**config.mk**
```make
export PLATFORM = sky130hd
export DESIGN_NAME = life_row_tracker
export DESIGN_NICKNAME = d
export VERILOG_FILES = /design/src/rtl/life_row_tracker.sv
export SDC_FILE = /design/constraint.sdc
export NUM_CORES = 1
export LEC_CHECK = 0
export CAP_MARGIN = 25
export CORE_MARGIN = 2
export CORE_UTILIZATION = 48
export CTS_BUF_LIST = sky130_fd_sc_hd__clkbuf_2 sky130_fd_sc_hd__clkbuf_4 sky130_fd_sc_hd__clkbuf_8
export DETAILED_ROUTE_END_ITERATION = 12
export MAX_ROUTING_LAYER = met4
export PLACE_DENSITY_LB_ADDON = 0.1
export REMOVE_ABC_BUFFERS = 1
export SYNTH_ARGS = -nofsm -noshare
export SYNTH_HDL_FRONTEND = slang
export SYNTH_SLANG_ARGS = --single-unit
```
**constraint.sdc**
```tcl
create_clock -name clk -period 1.95 [get_ports clk]
set_input_delay 0.195 -clock clk [delete_from_list [all_inputs] [get_ports clk]]
set_output_delay 0.195 -clock clk [all_outputs]
set_load 0.1 [all_outputs]
```
**src/rtl/life_row_tracker.sv**
```systemverilog
// ---------------------------------------------------------------------------
// life_row_tracker
//   Tracks the player's life count and the post-hit invulnerability window
//   with its blink phase. Maps every VGA pixel onto a horizontal row of heart
//   slots and drives the heart bitmap stage (InsideRectangle/offsetX/offsetY).
//
//   Optional feature macro: LIFE_GHOST_EN
//     defined   : lost-heart slots raise ghostHeart and InsideRectangle so the
//                 bitmap stage can draw a dimmed outline (blink does not hide
//                 ghosts).
//     undefined : ghostHeart tied 0, lost slots are outside.
//
//   Ports
//     clk             system clock
//     reset           asynchronous, active-high reset
//     startOfFrame    1-cycle pulse per video frame
//     pixelX/pixelY   current pixel coordinate (11 bits)
//     hit             1-cycle pulse, player damaged
//     bonus           1-cycle pulse, extra life
//     newGame         1-cycle pulse, restore INIT_LIVES
//     InsideRectangle pixel lies in a drawn heart (1 clk after pixelX/Y)
//     offsetX/offsetY offset inside the heart slot, 0 outside any slot
//     ghostHeart      pixel lies in a lost-heart slot (LIFE_GHOST_EN only)
//     lives           current life count
//     invulnerable    invulnerability window active
//     gameOver        no lives left
// ---------------------------------------------------------------------------
module life_row_tracker #(
  parameter int unsigned MAX_LIVES     = 3,
  parameter int unsigned INIT_LIVES    = 3,
  parameter int unsigned TOP_LEFT_X    = 16,
  parameter int unsigned TOP_LEFT_Y    = 8,
  parameter int unsigned HEART_W       = 16,
  parameter int unsigned HEART_H       = 16,
  parameter int unsigned GAP           = 4,
  parameter int unsigned INVULN_FRAMES = 60,
  parameter int unsigned BLINK_FRAMES  = 8
) (
  input  logic        clk,
  input  logic        reset,
  input  logic        startOfFrame,
  input  logic [10:0] pixelX,
  input  logic [10:0] pixelY,
  input  logic        hit,
  input  logic        bonus,
  input  logic        newGame,
  output logic        InsideRectangle,
  output logic [10:0] offsetX,
  output logic [10:0] offsetY,
  output logic        ghostHeart,
  output logic [2:0]  lives,
  output logic        invulnerable,
  output logic        gameOver
);

  localparam int unsigned CW    = 11;
  localparam int unsigned LW    = 3;
  localparam int unsigned PITCH = HEART_W + GAP;
  localparam int unsigned IW    = $clog2(INVULN_FRAMES + 1);
  localparam int unsigned BW    = $clog2(2 * BLINK_FRAMES);

  typedef enum logic [1:0] {
    PLAY   = 2'd0,
    INVULN = 2'd1,
    OVER   = 2'd2
  } state_t;

  state_t          state_q;
  logic [LW-1:0]   lives_q;
  logic [IW-1:0]   inv_cnt_q;
  logic [BW-1:0]   blink_q;
  logic            invuln_q;
  logic            over_q;

  logic [LW-1:0]   lives_dec_c;
  logic [LW-1:0]   lives_inc_c;
  logic            hide_c;

  logic [CW-1:0]   rx_c;
  logic [CW-1:0]   ry_c;
  logic            row_ok_c;
  logic            in_slot_c;
  logic [LW-1:0]   slot_c;
  logic [CW-1:0]   offx_c;
  logic            drawn_c;
  logic            ghost_c;

  logic            inside_q;
  logic [CW-1:0]   offsetx_q;
  logic [CW-1:0]   offsety_q;
  logic            ghost_q;

  // Saturating life arithmetic
  assign lives_dec_c = (lives_q == '0) ? '0 : lives_q - LW'(1);
  assign lives_inc_c = (lives_q >= LW'(MAX_LIVES)) ? LW'(MAX_LIVES) : lives_q + LW'(1);

  // Hearts vanish during the second half of each blink period
  assign hide_c = invuln_q && (blink_q >= BW'(BLINK_FRAMES));

  // Life / invulnerability FSM; newGame outranks hit, hit outranks bonus
  always_ff @(posedge clk or posedge reset) begin
    if (reset) begin
      state_q   <= PLAY;
      lives_q   <= LW'(INIT_LIVES);
      inv_cnt_q <= '0;
      blink_q   <= '0;
      invuln_q  <= 1'b0;
      over_q    <= 1'b0;
    end else if (newGame) begin
      state_q   <= PLAY;
      lives_q   <= LW'(INIT_LIVES);
      inv_cnt_q <= '0;
      blink_q   <= '0;
      invuln_q  <= 1'b0;
      over_q    <= 1'b0;
    end else begin
      case (state_q)
        PLAY: begin
          if (hit) begin
            lives_q   <= lives_dec_c;
            inv_cnt_q <= IW'(INVULN_FRAMES);
            blink_q   <= '0;
            if (lives_q <= LW'(1)) begin
              state_q <= OVER;
              over_q  <= 1'b1;
            end else begin
              state_q  <= INVULN;
              invuln_q <= 1'b1;
            end
          end else if (bonus) begin
            lives_q <= lives_inc_c;
          end
        end
        INVULN: begin
          if (bonus) begin
            lives_q <= lives_inc_c;
          end
          if (startOfFrame) begin
            if (inv_cnt_q <= IW'(1)) begin
              state_q   <= PLAY;
              invuln_q  <= 1'b0;
              inv_cnt_q <= '0;
              blink_q   <= '0;
            end else begin
              inv_cnt_q <= inv_cnt_q - IW'(1);
              blink_q   <= (blink_q == BW'(2 * BLINK_FRAMES - 1)) ? '0 : blink_q + BW'(1);
            end
          end
        end
        OVER: begin
          state_q <= OVER;
        end
        default: begin
          state_q  <= PLAY;
          invuln_q <= 1'b0;
          over_q   <= 1'b0;
        end
      endcase
    end
  end

  // Slot decode: one range compare per slot, no divider
  always_comb begin
    rx_c      = pixelX - CW'(TOP_LEFT_X);
    ry_c      = pixelY - CW'(TOP_LEFT_Y);
    row_ok_c  = (pixelX >= CW'(TOP_LEFT_X)) && (pixelY >= CW'(TOP_LEFT_Y)) &&
                (ry_c < CW'(HEART_H));
    in_slot_c = 1'b0;
    slot_c    = '0;
    offx_c    = '0;
    for (int unsigned k = 0; k < MAX_LIVES; k++) begin
      if (row_ok_c && (rx_c >= CW'(k * PITCH)) && (rx_c < CW'(k * PITCH + HEART_W))) begin
        in_slot_c = 1'b1;
        slot_c    = LW'(k);
        offx_c    = rx_c - CW'(k * PITCH);
      end
    end
  end

  assign drawn_c = in_slot_c && (slot_c < lives_q) && !hide_c;

`ifdef LIFE_GHOST_EN
  assign ghost_c = in_slot_c && (slot_c >= lives_q);
`else
  assign ghost_c = 1'b0;
`endif

  // Pixel outputs, exactly one clock behind pixelX/pixelY
  always_ff @(posedge clk or posedge reset) begin
    if (reset) begin
      inside_q  <= 1'b0;
      offsetx_q <= '0;
      offsety_q <= '0;
      ghost_q   <= 1'b0;
    end else begin
      inside_q  <= drawn_c || ghost_c;
      offsetx_q <= in_slot_c ? offx_c : '0;
      offsety_q <= in_slot_c ? ry_c : '0;
      ghost_q   <= ghost_c;
    end
  end

  assign InsideRectangle = inside_q;
  assign offsetX         = offsetx_q;
  assign offsetY         = offsety_q;
  assign ghostHeart      = ghost_q;
  assign lives           = lives_q;
  assign invulnerable    = invuln_q;
  assign gameOver        = over_q;

endmodule

```
### Yosys cells after proc, flatten, opt, wreduce, memory -nomap -nowiden

Index checks and enable logic that the tools add are counted.

| word-level totals | value |
|---|---|
| bits in registers | 40 |
| input bits | 28 |
| output and inout port bits | 29 |
| word-level logic and storage cells | 104 |

| cells by class | value |
|---|---|
| $add $sub $neg | 8 |
| $lt $le $gt $ge | 14 |
| equal/unequal tests | 10 |
| mux-type cells | 43 |
| reduce and logical (&&, ||, !) cells | 20 |

Operator list:

| operator | count |
|---|---|
| $mux W11 | 5 |
| $mux W6 | 4 |
| $ge A11 B5 Y1 const B | 2 |
| $lt A11 B5 Y1 const B | 2 |
| $lt A11 B6 Y1 const B | 2 |
| $sub A11 B5 Y11 const B | 2 |
| $mux W4 | 5 |
| $mux W3 | 6 |
| $ne A3 B3 Y1 const B | 5 |
| $mux W1 | 12 |
| $pmux W6 S2 | 1 |
| $ge A11 B1 Y1 const B | 1 |
| $ge A11 B4 Y1 const B | 1 |
| $ge A11 B6 Y1 const B | 1 |
| $logic_and A1 B1 Y1 | 11 |
| $sub A11 B4 Y11 const B | 1 |
| $sub A11 B6 Y11 const B | 1 |
| $mux W2 | 5 |
| $reduce_and A3 Y1 | 3 |
| $pmux W4 S2 | 1 |
| $le A6 B1 Y1 const B | 1 |
| $pmux W2 S3 | 1 |
| $pmux W3 S2 | 1 |
| $sub A6 B1 Y6 const B | 1 |
| other kinds (20) | 20 |

### Longest topological paths before layout

Gate-level depths: netlist (run 1).

| logic depth | value |
|---|---|
| depth after elaboration | 10 |
| depth in mapped cells | 9 |
| gate-level depth less buffers | 8 |

### Least setup slack after synthesis (run 1)

No wires, ideal clock.

| timing | value |
|---|---|
| path kind | input -> register |
| start point | input pixelX[4] |
| end point | register inside_q (netlist: InsideRectangle) |
| arrival time | 2.189 ns |
| slack | -0.379 ns |
| cell stages on the path | 9 |
| path buffers | 2 |
| cell sequence | buf_6 inv_1 ha_1 clkbuf_2 inv_1 nor4b_1 a21oi_1 o211ai_2 a311oi_2 |

| on the way | value |
|---|---|
| longest elaborated chain between the ends | 10 |
| elaborated cells between the ends (all ways) | 24 |

RTL lines:

| element | RTL line | text |
|---|---|---|
| start, declared | 42 | `input logic [10:0] pixelX,` |
| parallel branches: the longest is 8 deep, another holds $sub A11 B5 Y11 | - |  |
| $logic_and A1 B1 Y1 * (2 in series) | 180 | `assign drawn_c = in_slot_c && (slot_c < lives_q) && !hide_c;` |
| via drawn_c | 85 | `logic drawn_c;` |
| end signal, assigned | 196 | `inside_q <= drawn_c \|\| ghost_c;` |
| end, declared | 88 | `logic inside_q;` |

Mark *: on every way through the listed nets, which the timed path passes.
A chain may end at the register's enable or synchronous reset.

### Worst setup path in the final report (run 1)

| timing | value |
|---|---|
| start point | input pixelX[4] |
| end point | register offsetx_q[9] (netlist: offsetX[9]) |

| on the way | value |
|---|---|
| longest elaborated chain between the ends | 9 |
| elaborated cells between the ends (all ways) | 25 |

RTL lines:

| element | RTL line | text |
|---|---|---|
| parallel branches: the longest is 8 deep, another holds $sub A11 B5 Y11 | - |  |
| $mux W11 * | 197 | `offsetx_q <= in_slot_c ? offx_c : '0;` |
| end signal, assigned | 197 |  |
| end, declared | 89 | `logic [CW-1:0] offsetx_q;` |

Mark *: on every way between the ends.

==> flow_metrics.tcl, run 1 <==
set metrics [dict create \
    route.met3.wl_um 314 \
    cts_inserted_buffers 5 \
    yosysUniqueCellTypes 62 \
    dp.cells 455 \
    core_um2 5170 \
    finalHoldViolCount 0 \
    drive_gt1_frac 0.343 \
    clk_pin_slew_ns 0.07 \
    fmax_mhz 523 \
    yosys-top-cells-count "38 x dfrtp_1, 29 x inv_1, 29 x nor2_1" \
    status "complete, no violations" \
    worstSetupPathType "input port to register" \
    seq_area_um2 1000 \
    grt.overflow.total 0 \
    critPathSlowestCell "or3b_4" \
    ys_ff_latch 40 \
    cp.required_ns 2.14 \
    vias 2448 \
    synth_top_flop_cell "dfrtp_1" \
    crit_chain "buf_2 -> buf_6 -> or3b_4 -> o32a_1 -> a221oi_4 -> buf_6 -> nand4_1 -> a211oi_2" \
    syn_inst 276 \
    first_pass_iters 4 \
    antenna_found_initial 0 \
    final_area_um2 3840 \
    peakVddDrop_v 0.000435 \
    drt-initial-drc-count 84 \
    ant_nets 0 \
    hold_ws_ns 0.178 \
    grt_pass1_vias 2421 \
    clock-sinks 40 \
    critPathMaxFanout 5 \
    powerDensity_nw_per_um2 799 \
    dpl_cell_area_um2 3580 \
    ys_async_sr_fraction 1.00 \
    num_antenna_cells 0 \
    syn-cell-area_um2 2610 \
    drv_slew 0 \
    post-route-min-period_ns 1.91 \
    maxSlewHeadroom 0.666 \
    portBuffers 55 \
    ys_seq_area_frac 0.384 \
    top_layer_used "met4" \
    synth.most_common_cell "dfrtp_1" \
    r2r_slack_ns 0.12 \
    placementRows 26 \
    dp_hpwl_um 4870 \
    avgSynthCellArea_um2 9.46 \
    grt_util_all_layers 0.229 \
    tns_ns 0 \
    slowest_delay_ns 0.37 \
    path_buf_inv 3 \
    start_kind "input port" \
    path_common_cell "buf_6" \
    drcViolationCount 0 \
    synth_top_cell_area_share 0.364 \
    maxCapViolations 0 \
    fillers 380 \
    leakage_nw 1.91 \
    cts_buffer_depth 2 \
    die_area_um2 6050 \
    fin_skew_ns 0.0103 \
    die_w_um 77.8 \
    wl_met1_um 2990 \
    cpLargestDelayFamily "compound AO/OA/AOI/OAI gates" \
    start_util 0.505 \
    root_buffer "clkbuf_8" \
    cts_tree "yes" \
    insertion_delay_ns 0.29 \
    grt_max_degree 41 \
    synthTopCellsByArea "dfrtp_1 36%, ha_1 12%, inv_1 4.2%" \
    area_growth_pct 47.1 \
    stdcell_count 470 \
    fin_crit_sh 0.981 \
    multi_input_area_um2 1600 \
    routed_wl_um 6500 \
    finalSetupViolCount 0 \
    hp-class "input port to register" \
    place.gp.congestion 0.918 \
    routedWlPerCell_um 13.8 \
    wl_met2_um 3140 \
    boundaryPins 57 \
    p_total_w 0.00307 \
    synth_area_leader_cell "dfrtp_1" \
    crit_arrival_ns 2.10 \
    htreeDepth 2 \
    worstSetupEndpointType "register" \
    nets 452 \
    worst_pin_slew_ns 0.502 \
    yosysWarnings 0 \
    grt_pass1_wl_um 10900 \
    viasPerCell 5.21 \
    synth_edf_count 0 \
    die_h_um 77.8 \
]
## registers in the layout, indices dropped and copies added, names as in the netlist
name	count
offsetY	11
offsetX	11
inv_cnt_q	6
InsideRectangle	1
state_q	2
invulnerable	1
lives	3
blink_q	4
gameOver	1
## area by class of cell
class	count	share of cell area
sequential	40	0.261
inverter	29	0.0283
clock buffer	7	0.0218
tap	70	0.0228
clock inverter	1	0.00130
timing repair buffer	117	0.249
multi-input combinational	206	0.415
## per-layer routing
layer,GRT usage,vias to the layer above
met1,0.303,1147
li1,-,1226
met4,0.0625,0
met5,-,-
met3,0.0337,5
met2,0.371,70
## stage by stage
stage / worst slack, ns / utilization
finish: 0.0370 / 0.743
detailed placement: -0.643 / 0.692
global route: -0.00975 / 0.743
CTS: -0.00719 / 0.726
global placement: -0.543 / 0.692
floorplan: -0.263 / -
## placed cells by master (no fill, tap or decap), drive strengths merged, types with 4 or more instances in the layout
master | netlist | routed
or4 | 4 | 4
dlymetal6s2s | 0 | 4
dlygate4sd2 | 0 | 4
inv | 29 | 29
clkbuf | 5 | 10
nor3 | 9 | 9
o21ai | 14 | 14
nor2 | 29 | 29
nand2b | 5 | 5
ha | 25 | 25
or3 | 4 | 4
clkdlybuf4s50 | 0 | 13
dfrtp | 38 | 38
a211oi | 4 | 4
conb | 1 | 8
nand2 | 13 | 13
nand3 | 4 | 4
buf | 3 | 91
o31ai | 6 | 6
a21oi | 14 | 14
a21o | 4 | 4
## power by group
part | leakage (nW) | total (W) | internal, W | switching [W]
Clock | 0.0491 | 0.000554 | 0.000279 | 0.000275
Sequential | 0.528 | 0.00102 | 0.000932 | 0.0000900
Combinational | 1.33 | 0.00150 | 0.000630 | 0.000865
Total | 1.91 | 0.00307 | 0.00184 | 0.00123
## repair_timing
action / CTS / global route
gates resized for setup: 30 / 24
buffers inserted: 4 / 4
hold buffers: 0 / 0
endpoints found under the setup margin: 16 / 18
pin swaps: 12 / 8
## tightest hold or removal path, delay by kind of cell
| family | cells | cell delay [ns] |
|---|---|---|
| buffers and inverters | 2 | 0.20 |
| AND/OR/NAND/NOR | 1 | 0.04 |
## final timing paths
check,startpoint,endpoint,cells after the start
hold / removal,pixelY[3],offsetY[3]$_DFF_PP0_,3
min in group asynchronous,reset,offsetX[3]$_DFF_PP0_,3
setup reg to reg,state_q[0]$_DFFE_PP0P_,inv_cnt_q[5]$_DFFE_PP0P_,6
max in group asynchronous,reset,lives[1]$_DFFE_PP1N_,3
setup / recovery,pixelX[4],offsetX[9]$_DFF_PP0_,8
hold reg to reg,inv_cnt_q[1]$_DFFE_PP0P_,inv_cnt_q[1]$_DFFE_PP0P_,2
## kinds of logic (layout without fill, tap and decap cells)
logic type / count (synthesis) / count (layout) / share of synthesized area
buffers and inverters: 37 / 154 / 0.0608
DFF: 40 / 40 / 0.384
muxes: 2 / 2 / 0.00767
other: 1 / 8 / 0.00144
AOI/OAI and AO/OA: 75 / 75 / 0.218
and+or+nand+nor: 92 / 92 / 0.195
adders and majority gates: 25 / 25 / 0.120
xor gates and xnor gates: 4 / 4 / 0.0134
(Power assumes the default switching activity.)
==> run 2, diff against run 1 <==
CAP_MARGIN = 40   (was 25)
CORE_UTILIZATION = 50   (was 48)
clock period = 2.1 ns   (was 1.95 ns; I/O delays follow)
==> run 2 against run 1 <==
Combinational power down 15%. Critical path depth down 1. Worst hold slack better by 0.16 ns. Total power decreased by 11%. Critical endpoint is now offsetX[7]$_DFF_PP0_. Largest cell class unchanged. Highest routed layer unchanged.
==> flow_metrics.tcl, run 2 (synthesized netlist as in run 1, its figures left out) <==
set metrics [dict create \
    status "complete, no violations" \
    placementRows 26 \
    clk_pin_slew_ns 0.07 \
    grt.overflow.total 0 \
    critPathSlowestCell "clkdlybuf4s50_1" \
    p_total_w 0.00274 \
    grt_pass1_wl_um 10200 \
    start_kind "input port" \
    routedWlPerCell_um 12.9 \
    worstSetupEndpointType "register" \
    boundaryPins 57 \
    cts_inserted_buffers 5 \
    grt_max_degree 41 \
    num_antenna_cells 0 \
    swShare 0.401 \
    start_util 0.515 \
    die_area_um2 5820 \
    final_common_cell "buf_4" \
    crit_arrival_ns 2.23 \
    first_pass_iters 4 \
    grt_pass1_vias 2279 \
    routed_wl_um 5890 \
    p_clk_frac 0.185 \
    grt_util_all_layers 0.217 \
    portBuffers 55 \
    dp_hpwl_um 4610 \
    ant_nets 0 \
    drt-initial-drc-count 86 \
    nets 437 \
    post-route-min-period_ns 2.02 \
    die_w_um 76.3 \
    fmax_mhz 494 \
    slowest_delay_ns 0.51 \
    worstSetupPathType "input port to register" \
    powerDensity_nw_per_um2 744 \
    drcViolationCount 0 \
    tns_ns 0 \
    pwr-share-comb 0.463 \
    gr-usage-met2 0.335 \
    drive_gt1_frac 0.294 \
    clock-sinks 40 \
    peakVddDrop_v 0.000436 \
    place.gp.congestion 0.880 \
    die_h_um 76.3 \
    final_area_um2 3690 \
    vias 2337 \
    critPathMaxFanout 4 \
    seqPwrFrac 0.352 \
    core_um2 5070 \
    maxCapViolations 0 \
    htreeDepth 2 \
    cp.required_ns 2.30 \
    finalHoldViolCount 0 \
    antenna_found_initial 0 \
    globalRouteMet3Util 0.0486 \
    leakage_nw 1.81 \
    drv_slew 0 \
    internal_power_w 0.00164 \
    cts_tree "yes" \
    cts-hold-fix-buffers 0 \
    met1_usage 0.293 \
    finalSetupViolCount 0 \
    crit_chain "clkdlybuf4s50_1 -> or3b_2 -> o32a_1 -> a221oi_4 -> buf_6 -> nand4_1 -> a211oi_2" \
    setup_ws_ns 0.0758 \
    mostFrequentLayoutCells "73 x buf_4, 38 x dfrtp_1, 29 x nor2_1, 28 x inv_1, 24 x ha_1" \
    fin_skew_ns 0.00301 \
    fin_crit_sh 0.964 \
    grt_busiest_layer "met2" \
    p_sw_w 0.00110 \
    dp_slack_ns -0.453 \
    area_growth_pct 41.3 \
    hp-class "input port to async pin" \
    cts_buffer_depth 2 \
    viasPerCell 5.14 \
    root_buffer "clkbuf_8" \
    dpl_cell_area_um2 3500 \
    insertion_delay_ns 0.28 \
]
## run 2: changes by cell type in the layout (fill, tap and decap cells not counted), sizes merged
| cell | previous run | this run |
|---|---|---|
| dlymetal6s2s | 4 | 3 |
| buf | 91 | 75 |
| clkdlybuf4s50 | 13 | 20 |
| clkbuf | 10 | 6 |
| clkinv | 1 | 2 |
| clkdlybuf4s15 | 2 | 0 |
## run 2: worst max-delay path: cells and delay by family
family | cells | cell delay [ns]
AOI/OAI and AO/OA | 3 | 0.78
buffers and inverters | 2 | 0.66
and+or+nand+nor | 2 | 0.58
## run 2: through the flow
step                utilization  cells  hold WS (ns)
CTS                       0.719    454         0.336
floorplan                     -    275         0.273
global route              0.727    455         0.344
finish                    0.727    455         0.337
global placement          0.690    446         0.501
detailed placement        0.690    446         0.496
## run 2: area by class of cell
class                      instances  area, µm²
multi-input combinational        206       1550
inverter                          29        109
tap                               70       87.6
sequential                        40       1000
clock buffer                       6       82.6
clock inverter                     2       10.0
timing repair buffer             102        843
fill                             431       1390
## run 2: worst paths after layout
| check | from | endpoint | slack (ns) | cells past startpoint |
|---|---|---|---|---|
| max | pixelX[8] | offsetX[7]$_DFF_PP0_ | 0.08 | 7 |
| min | reset | offsetY[6]$_DFF_PP0_ | 0.34 | 3 |
| max reg2reg | state_q[1]$_DFFE_PP0P_ | blink_q[0]$_DFFE_PP0P_ | 0.16 | 7 |
| min reg2reg | inv_cnt_q[1]$_DFFE_PP0P_ | inv_cnt_q[1]$_DFFE_PP0P_ | 0.51 | 2 |
| max in group asynchronous | reset | lives[1]$_DFFE_PP1N_ | 1.39 | 3 |
| min in group clk | pixelY[3] | offsetY[3]$_DFF_PP0_ | 0.34 | 3 |
## run 2: routing by layer
layer / share of wire / wire (µm)
met1: 0.47 / 2780
met2: 0.47 / 2780
met3: 0.048 / 282
met4: 0.0083 / 49
met5: 0 / 0
## run 2: what timing repair did
item,4_1_cts,5_1_grt
cloned,0,0
hold endpoints to repair,0,0
pin swaps,6,3
endpoints found under the setup margin,16,16
setup buffers,0,1
resized for setup,15,11
## run 2: power groups by stage
| stage | logic (W) | registers, W | clock network, W |
|---|---|---|---|
| after CTS | 0.00125 | 0.000965 | 0.000526 |
| after global placement | 0.00122 | 0.000975 | 0 |
| final | 0.00127 | 0.000966 | 0.000507 |
| after detailed placement | 0.00123 | 0.000980 | 0 |
| after global routing | 0.00140 | 0.000980 | 0.000576 |
| after floorplan | 0.000669 | 0.00115 | 0 |
